--- src/rtl/otp_array_responder_if.sv ---
// Controller <-> OTP array bundle: select/program drives in, status and sensed data out.
// dbg_state mirrors the responder FSM (0 IDLE, 1 PROGRAM, 2 VERIFY) for checkers.
interface otp_array_responder_if #(
    parameter int A = 2,
    parameter int B = 2
);
    logic [2*B-1:0] PL;
    logic [B-1:0]   BL;
    logic [A-1:0]   WLN;
    logic [A-1:0]   WLP;
    logic           PRG;
    logic           writing_successful;
    logic           output_read_circuit;
    logic           read_valid;
    logic           protocol_error;
    logic [A*B-1:0] fuse_state;
    logic [1:0]     dbg_state;

    // Selects are level inputs sampled every rising edge; there is no ready/valid
    // backpressure. read_valid qualifies output_read_circuit for exactly one cycle.
    modport master (
        output PL, BL, WLN, WLP, PRG,
        input  writing_successful, output_read_circuit, read_valid,
        input  protocol_error, fuse_state, dbg_state
    );
    modport slave (
        input  PL, BL, WLN, WLP, PRG,
        output writing_successful, output_read_circuit, read_valid,
        output protocol_error, fuse_state, dbg_state
    );
endinterface

--- src/rtl/otp_array_responder.sv ---
// Behavioural stand-in for an A x B OTP fuse macro: programs fuses after PROG_CYCLES
// steady program pulses, verifies them, and answers reads after READ_LATENCY cycles.
module otp_array_responder #(
    parameter int             A            = 2,
    parameter int             B            = 2,
    parameter int             PROG_CYCLES  = 4,
    parameter int             READ_LATENCY = 2,
    parameter logic [A*B-1:0] WEAK_MASK    = '0
) (
    input  logic                   clk,
    input  logic                   reset,
    otp_array_responder_if.slave   bus
);
    localparam int CNTW = (PROG_CYCLES > 1) ? $clog2(PROG_CYCLES + 1) : 1;

    typedef enum logic [1:0] {
        S_IDLE    = 2'd0,
        S_PROGRAM = 2'd1,
        S_VERIFY  = 2'd2
    } state_t;

    state_t                r_state;
    logic [CNTW-1:0]       r_count;
    logic [A*B-1:0]        r_cell;
    logic [A*B-1:0]        r_fuse;
    logic                  r_ws;
    logic                  r_perr;
    logic [READ_LATENCY-1:0] r_rd_v;
    logic [READ_LATENCY-1:0] r_rd_d;

    logic [B-1:0]   w_drive;
    logic [B-1:0]   w_guard;
    logic [A*B-1:0] w_pcell;
    logic [A*B-1:0] w_rcell;
    logic           w_illegal;
    logic           w_prog_sel;
    logic           w_read_sel;
    logic           w_push;

    // Cells are tracked as one-hot masks over the flat r*B+c index.
    always_comb begin
        w_drive = '0;
        w_guard = '0;
        w_pcell = '0;
        w_rcell = '0;
        for (int c = 0; c < B; c++) begin
            w_drive[c] = bus.PL[2*c];
            w_guard[c] = bus.PL[2*c+1];
        end
        for (int r = 0; r < A; r++) begin
            for (int c = 0; c < B; c++) begin
                w_pcell[r*B+c] = bus.WLP[r] & w_drive[c];
                w_rcell[r*B+c] = bus.WLN[r] & bus.BL[c];
            end
        end
    end

    assign w_illegal  = (bus.PRG && (|bus.WLN)) || (!bus.PRG && (|bus.WLP)) ||
                        !$onehot0(bus.WLP) || !$onehot0(bus.WLN) || !$onehot0(bus.BL) ||
                        (|(w_drive & w_guard));
    assign w_prog_sel = !w_illegal && bus.PRG && $onehot(bus.WLP) &&
                        $onehot(w_drive) && (w_guard == '0);
    assign w_read_sel = !w_illegal && !bus.PRG && (bus.WLP == '0) &&
                        $onehot(bus.WLN) && $onehot(bus.BL);
    assign w_push     = w_read_sel && (r_state == S_IDLE);

    always_ff @(posedge clk or posedge reset) begin
        if (reset) begin
            r_state <= S_IDLE;
            r_count <= '0;
            r_cell  <= '0;
            r_fuse  <= '0;
            r_ws    <= 1'b1;
            r_perr  <= 1'b0;
        end else begin
            if (w_illegal)
                r_perr <= 1'b1;
            case (r_state)
                S_IDLE: begin
                    if (w_prog_sel) begin
                        r_cell <= w_pcell;
                        r_ws   <= 1'b0;
                        if (PROG_CYCLES == 1) begin
                            r_fuse  <= r_fuse | (w_pcell & ~WEAK_MASK);
                            r_count <= CNTW'(1);
                            r_state <= S_VERIFY;
                        end else begin
                            r_count <= CNTW'(1);
                            r_state <= S_PROGRAM;
                        end
                    end
                end
                S_PROGRAM: begin
                    if (!w_prog_sel) begin
                        r_state <= S_IDLE;
                    end else if (w_pcell != r_cell) begin
                        r_cell  <= w_pcell;
                        r_count <= CNTW'(1);
                    end else if (r_count == CNTW'(PROG_CYCLES - 1)) begin
                        r_fuse  <= r_fuse | (r_cell & ~WEAK_MASK);
                        r_count <= CNTW'(PROG_CYCLES);
                        r_state <= S_VERIFY;
                    end else begin
                        r_count <= r_count + CNTW'(1);
                    end
                end
                S_VERIFY: begin
                    r_ws    <= |(r_fuse & r_cell);
                    r_state <= S_IDLE;
                end
                default: r_state <= S_IDLE;
            endcase
        end
    end

    // Read data is captured from the fuse array as it stands in the select cycle.
    always_ff @(posedge clk or posedge reset) begin
        if (reset) begin
            r_rd_v <= '0;
            r_rd_d <= '0;
        end else begin
            r_rd_v[0] <= w_push;
            r_rd_d[0] <= w_push & (|(r_fuse & w_rcell));
            for (int i = 1; i < READ_LATENCY; i++) begin
                r_rd_v[i] <= r_rd_v[i-1];
                r_rd_d[i] <= r_rd_d[i-1];
            end
        end
    end

    assign bus.writing_successful  = r_ws;
    assign bus.output_read_circuit = r_rd_d[READ_LATENCY-1];
    assign bus.read_valid          = r_rd_v[READ_LATENCY-1];
    assign bus.protocol_error      = r_perr;
    assign bus.fuse_state          = r_fuse;
    assign bus.dbg_state           = r_state;
endmodule

--- src/flat_wrapper.sv ---
// flat-port wrapper written by rule: the top's interface ports become plain ports
module otp_array_responder_flat 
#(
    parameter int             A            = 2,
    parameter int             B            = 2,
    parameter int             PROG_CYCLES  = 4,
    parameter int             READ_LATENCY = 2,
    parameter logic [A*B-1:0] WEAK_MASK    = '0
)
  (clk, reset, bus_PL, bus_BL, bus_WLN, bus_WLP, bus_PRG, bus_writing_successful, bus_output_read_circuit, bus_read_valid, bus_protocol_error, bus_fuse_state, bus_dbg_state);
  otp_array_responder_if #(.A(A), .B(B)) bus_i ();
  input  logic clk;
  input  logic reset;
  input wire logic [$bits(bus_i.PL)-1:0] bus_PL;
  input wire logic [$bits(bus_i.BL)-1:0] bus_BL;
  input wire logic [$bits(bus_i.WLN)-1:0] bus_WLN;
  input wire logic [$bits(bus_i.WLP)-1:0] bus_WLP;
  input wire logic [$bits(bus_i.PRG)-1:0] bus_PRG;
  output wire logic [$bits(bus_i.writing_successful)-1:0] bus_writing_successful;
  output wire logic [$bits(bus_i.output_read_circuit)-1:0] bus_output_read_circuit;
  output wire logic [$bits(bus_i.read_valid)-1:0] bus_read_valid;
  output wire logic [$bits(bus_i.protocol_error)-1:0] bus_protocol_error;
  output wire logic [$bits(bus_i.fuse_state)-1:0] bus_fuse_state;
  output wire logic [$bits(bus_i.dbg_state)-1:0] bus_dbg_state;
  assign bus_i.PL = bus_PL;
  assign bus_i.BL = bus_BL;
  assign bus_i.WLN = bus_WLN;
  assign bus_i.WLP = bus_WLP;
  assign bus_i.PRG = bus_PRG;
  assign bus_writing_successful = bus_i.writing_successful;
  assign bus_output_read_circuit = bus_i.output_read_circuit;
  assign bus_read_valid = bus_i.read_valid;
  assign bus_protocol_error = bus_i.protocol_error;
  assign bus_fuse_state = bus_i.fuse_state;
  assign bus_dbg_state = bus_i.dbg_state;
  otp_array_responder #(.A(A), .B(B), .PROG_CYCLES(PROG_CYCLES), .READ_LATENCY(READ_LATENCY), .WEAK_MASK(WEAK_MASK)) u_core (.clk(clk), .reset(reset), .bus(bus_i));
endmodule
--- config.mk ---
export PLATFORM = sky130hd
export DESIGN_NAME = otp_array_responder_flat
export DESIGN_NICKNAME = d
export VERILOG_FILES = /design/src/rtl/otp_array_responder_if.sv /design/src/rtl/otp_array_responder.sv /design/src/flat_wrapper.sv
export SDC_FILE = /design/constraint.sdc
export NUM_CORES = 1
export LEC_CHECK = 0
export ABC_AREA = 0
export CORE_MARGIN = 4
export CORE_UTILIZATION = 25
export DETAILED_ROUTE_END_ITERATION = 7
export PLACE_DENSITY = 0.49
export SLEW_MARGIN = 20
export SYNTH_ARGS = -nofsm -noshare
export SYNTH_HDL_FRONTEND = slang
export SYNTH_SLANG_ARGS = --single-unit
--- constraint.sdc ---
create_clock -name clk -period 2.6 [get_ports clk]
set_input_delay 0.26 -clock clk [delete_from_list [all_inputs] [get_ports clk]]
set_output_delay 0.26 -clock clk [all_outputs]
set_load 0.02 [all_outputs]
==> flow_summary.ini <==
[run_status]
status = finished clean

[clock_tree]
cts.repair.resized = 0
cts-root-buf = clkbuf_8
post-cts-setup-buffers = 0
cts_tree = yes
worstSkewPairLatency_ns = 0.26
cts_buffer_depth = 2
ctsHtreeMaxLevel = 1
clk_pin_slew_worst_paths_ns = 0.07
cts_sinks = 19
cts_buffers = 3
holdBufCountCts = 0

[sta]
worst_pin_slew_ns = 0.731
setup_ws_ns = 0.441
skew_ns = 0.00429
finalHoldViolCount = 0
rsz0062_at_grt = false
fmax_mhz = 463
finalSetupViolations = 0
tns_ns = 0
layout_min_cycle_time_ns = 2.16
report.final.slew_viol_count = 0
slew_headroom = 0.512
period_share = 0.830

[power_and_ir_drop]
p_sw_frac = 0.258
internal_power_w = 0.000459
p_seq_frac = 0.515
vdd_ir_drop_max_v = 0.000271
leakagePower_nw = 0.699
pwr-share-clk = 0.334
power.share.combinational = 0.152
total_power_w = 0.000619
netSwitchingPower_w = 0.000159
p_per_area_nw_per_um2 = 431

[detailed_routing]
drcViolationCount = 0
ant_nets = 0
drt-total-wl_um = 2400
vias_per_cell = 4.71
routed-via-count = 833
first_iter_violations = 29
dr.pass1.iters = 2
wire_per_inst_um = 13.6

[critical_path]
worstSetupEndpointType = register
cp_data_arrival_time_ns = 2.34
timing.rr.start = u_core.r_cell[3]
crit_path_max_fanout = 9
crit_type = input pin to register
worstSetupStartpointType = input pin
critPathLaunch = bus_WLP[1]
cp.required_ns = 2.78

[logic_synthesis]
syn_nets = 121
yosys_warnings = 0
synthTopCellsByArea = dfrtp_1 (41%), ha_1 (7.9%), mux2i_1 (4.5%), inv_1 (3.7%), a21o_1 (3.4%)
synth_ff_type = dfrtp_1
netlist_area_sq_um = 1110
synth_cells = 101
ys_types = 37
ys_async_sr_fraction = 1.00
syn_area_per_cell_sq_um = 11.0
yosysSeqAreaShare = 0.430
ys_seq_elements = 19
yosysTopAreaCell = dfrtp_1
netlist.area_leader.share = 0.406
synth_edf_count = 0

[global_routing]
grt_max_degree = 20
grt_pass1_wl_um = 4220
grt_usage = 0.101
antenna_found_initial = 0
grt_pass1_vias = 877
gr-total-overflow = 0

[final_layout]
synthToLayoutAreaGrowth_pct = 29.6
drive_above_1_share = 0.126
multi_input_area_sq_um = 574
layoutNonFillerInstCount = 177
antennaDiodeCount = 0
final-seq-area_sq_um = 477
fin_nets = 148
fillCellCount = 436

[placed_design]
io_buffers = 22
dp_cells = 173
dp_slack_ns = 0.137
place_hpwl_um = 1960
routabilityCongestion = 0.759

[floorplan]
fp.dieW_um = 74.6
core_sq_um = 4140
ios = 23
rows = 23
initial_core_util = 0.268
fp.dieArea_sq_um = 5560
die_y_um = 74.6

[min_path]
min_from = u_core.r_rd_d[0]
worstHoldPathType = register to register

[flow_run]
drv_cap = 0
## power by group through the flow
stage	Sequential, W	Clock, W	Combinational, W
2_1_floorplan	0.000323	0	0.0000549
3_3_place_gp	0.000324	0	0.0000943
3_5_place_dp	0.000324	0	0.0000958
4_1_cts	0.000319	0.000217	0.0000962
5_1_grt	0.000321	0.000234	0.000107
6_report	0.000319	0.000207	0.0000938
## per-stage QoR
stage / area [sq um] / hold slack (ns) / utilization
4_1_cts: 1440 / 0.355 / 0.347
5_1_grt: 1440 / 0.377 / 0.347
3_3_place_gp: 1390 / 0.336 / 0.335
2_1_floorplan: 1110 / 0.210 / -
3_5_place_dp: 1390 / 0.338 / 0.335
6_report: 1440 / 0.352 / 0.347
## synthesized netlist by cell type, drive strengths merged, types with 2 or more instances
cell type,count
a21o,5
a21oi,2
a22o,4
a22oi,2
buf,2
dfrtp,18
ha,7
inv,11
mux2i,5
nand2,8
nand2b,3
nand3b,2
nor2,3
nor3,3
nor4,3
o21ai,5
o22ai,2
xnor2,2
## sequential cells by signal, indices dropped and copies added (netlist names)
register                       count
u_core.bus.writing_successful      1
u_core.r_rd_d                      2
u_core.r_cell                      4
u_core.r_rd_v                      2
u_core.bus.protocol_error          1
u_core.r_count                     3
u_core.bus.fuse_state              4
u_core.bus.dbg_state               2
## cell usage in the layout, fill, tap and decap left out, drive strengths merged, types with 4 or more instances in the layout
cell,n
mux2i,5
a21o,5
inv,11
ha,7
o21ai,5
clkdlybuf4s50,22
a22o,4
dfrtp,18
nand2,8
## routing by layer
| layer | GRT usage | wire, um | part of all wire | up-vias |
|---|---|---|---|---|
| met1 | 0.134 | 1140 | 0.48 | 402 |
| met2 | 0.162 | 1140 | 0.48 | 19 |
| met5 | 0 | 0 | 0 | - |
| met4 | 0.0178 | 7 | 0.0029 | 0 |
| li1 | - | - | - | 410 |
| met3 | 0.0338 | 109 | 0.045 | 2 |
## final timing paths
kind / cells after the start / slack, ns / end
setup reg to reg: 5 / 0.92 / u_core.bus.fuse_state[0]
max in group asynchronous: 2 / 1.71 / u_core.r_cell[1]
hold / removal: 0 / 0.35 / u_core.r_rd_d[1]
hold reg to reg: 0 / 0.35 / u_core.r_rd_d[1]
setup / recovery: 7 / 0.44 / u_core.r_cell[2]
min in group asynchronous: 2 / 0.42 / u_core.r_count[1]
## final cells by class
class	instances	area share
Inverter	11	0.0287
Tap cell	50	0.0436
Clock inverter	1	0.00348
Multi-Input combinational cell	69	0.400
Clock buffer	3	0.0287
Sequential cell	19	0.332
Timing Repair Buffer	24	0.164
## kinds of logic after synthesis
family,Yosys count,synth area share
xor gates and xnor gates,3,0.0237
adders and majority gates,7,0.0790
AOI/OAI and AO/OA,24,0.164
and+or+nand+nor,30,0.207
DFF,19,0.430
buffers and inverters,13,0.0519
muxes,5,0.0451
## worst max-delay path, stage by stage
cell,delay (ns)
clkdlybuf4s50_1,0.49
ha_1,0.23
or3_4,0.41
nor3_4,0.26
nand3b_4,0.19
a31oi_4,0.28
mux2i_1,0.22
Power figures use the tool's default switching activity.
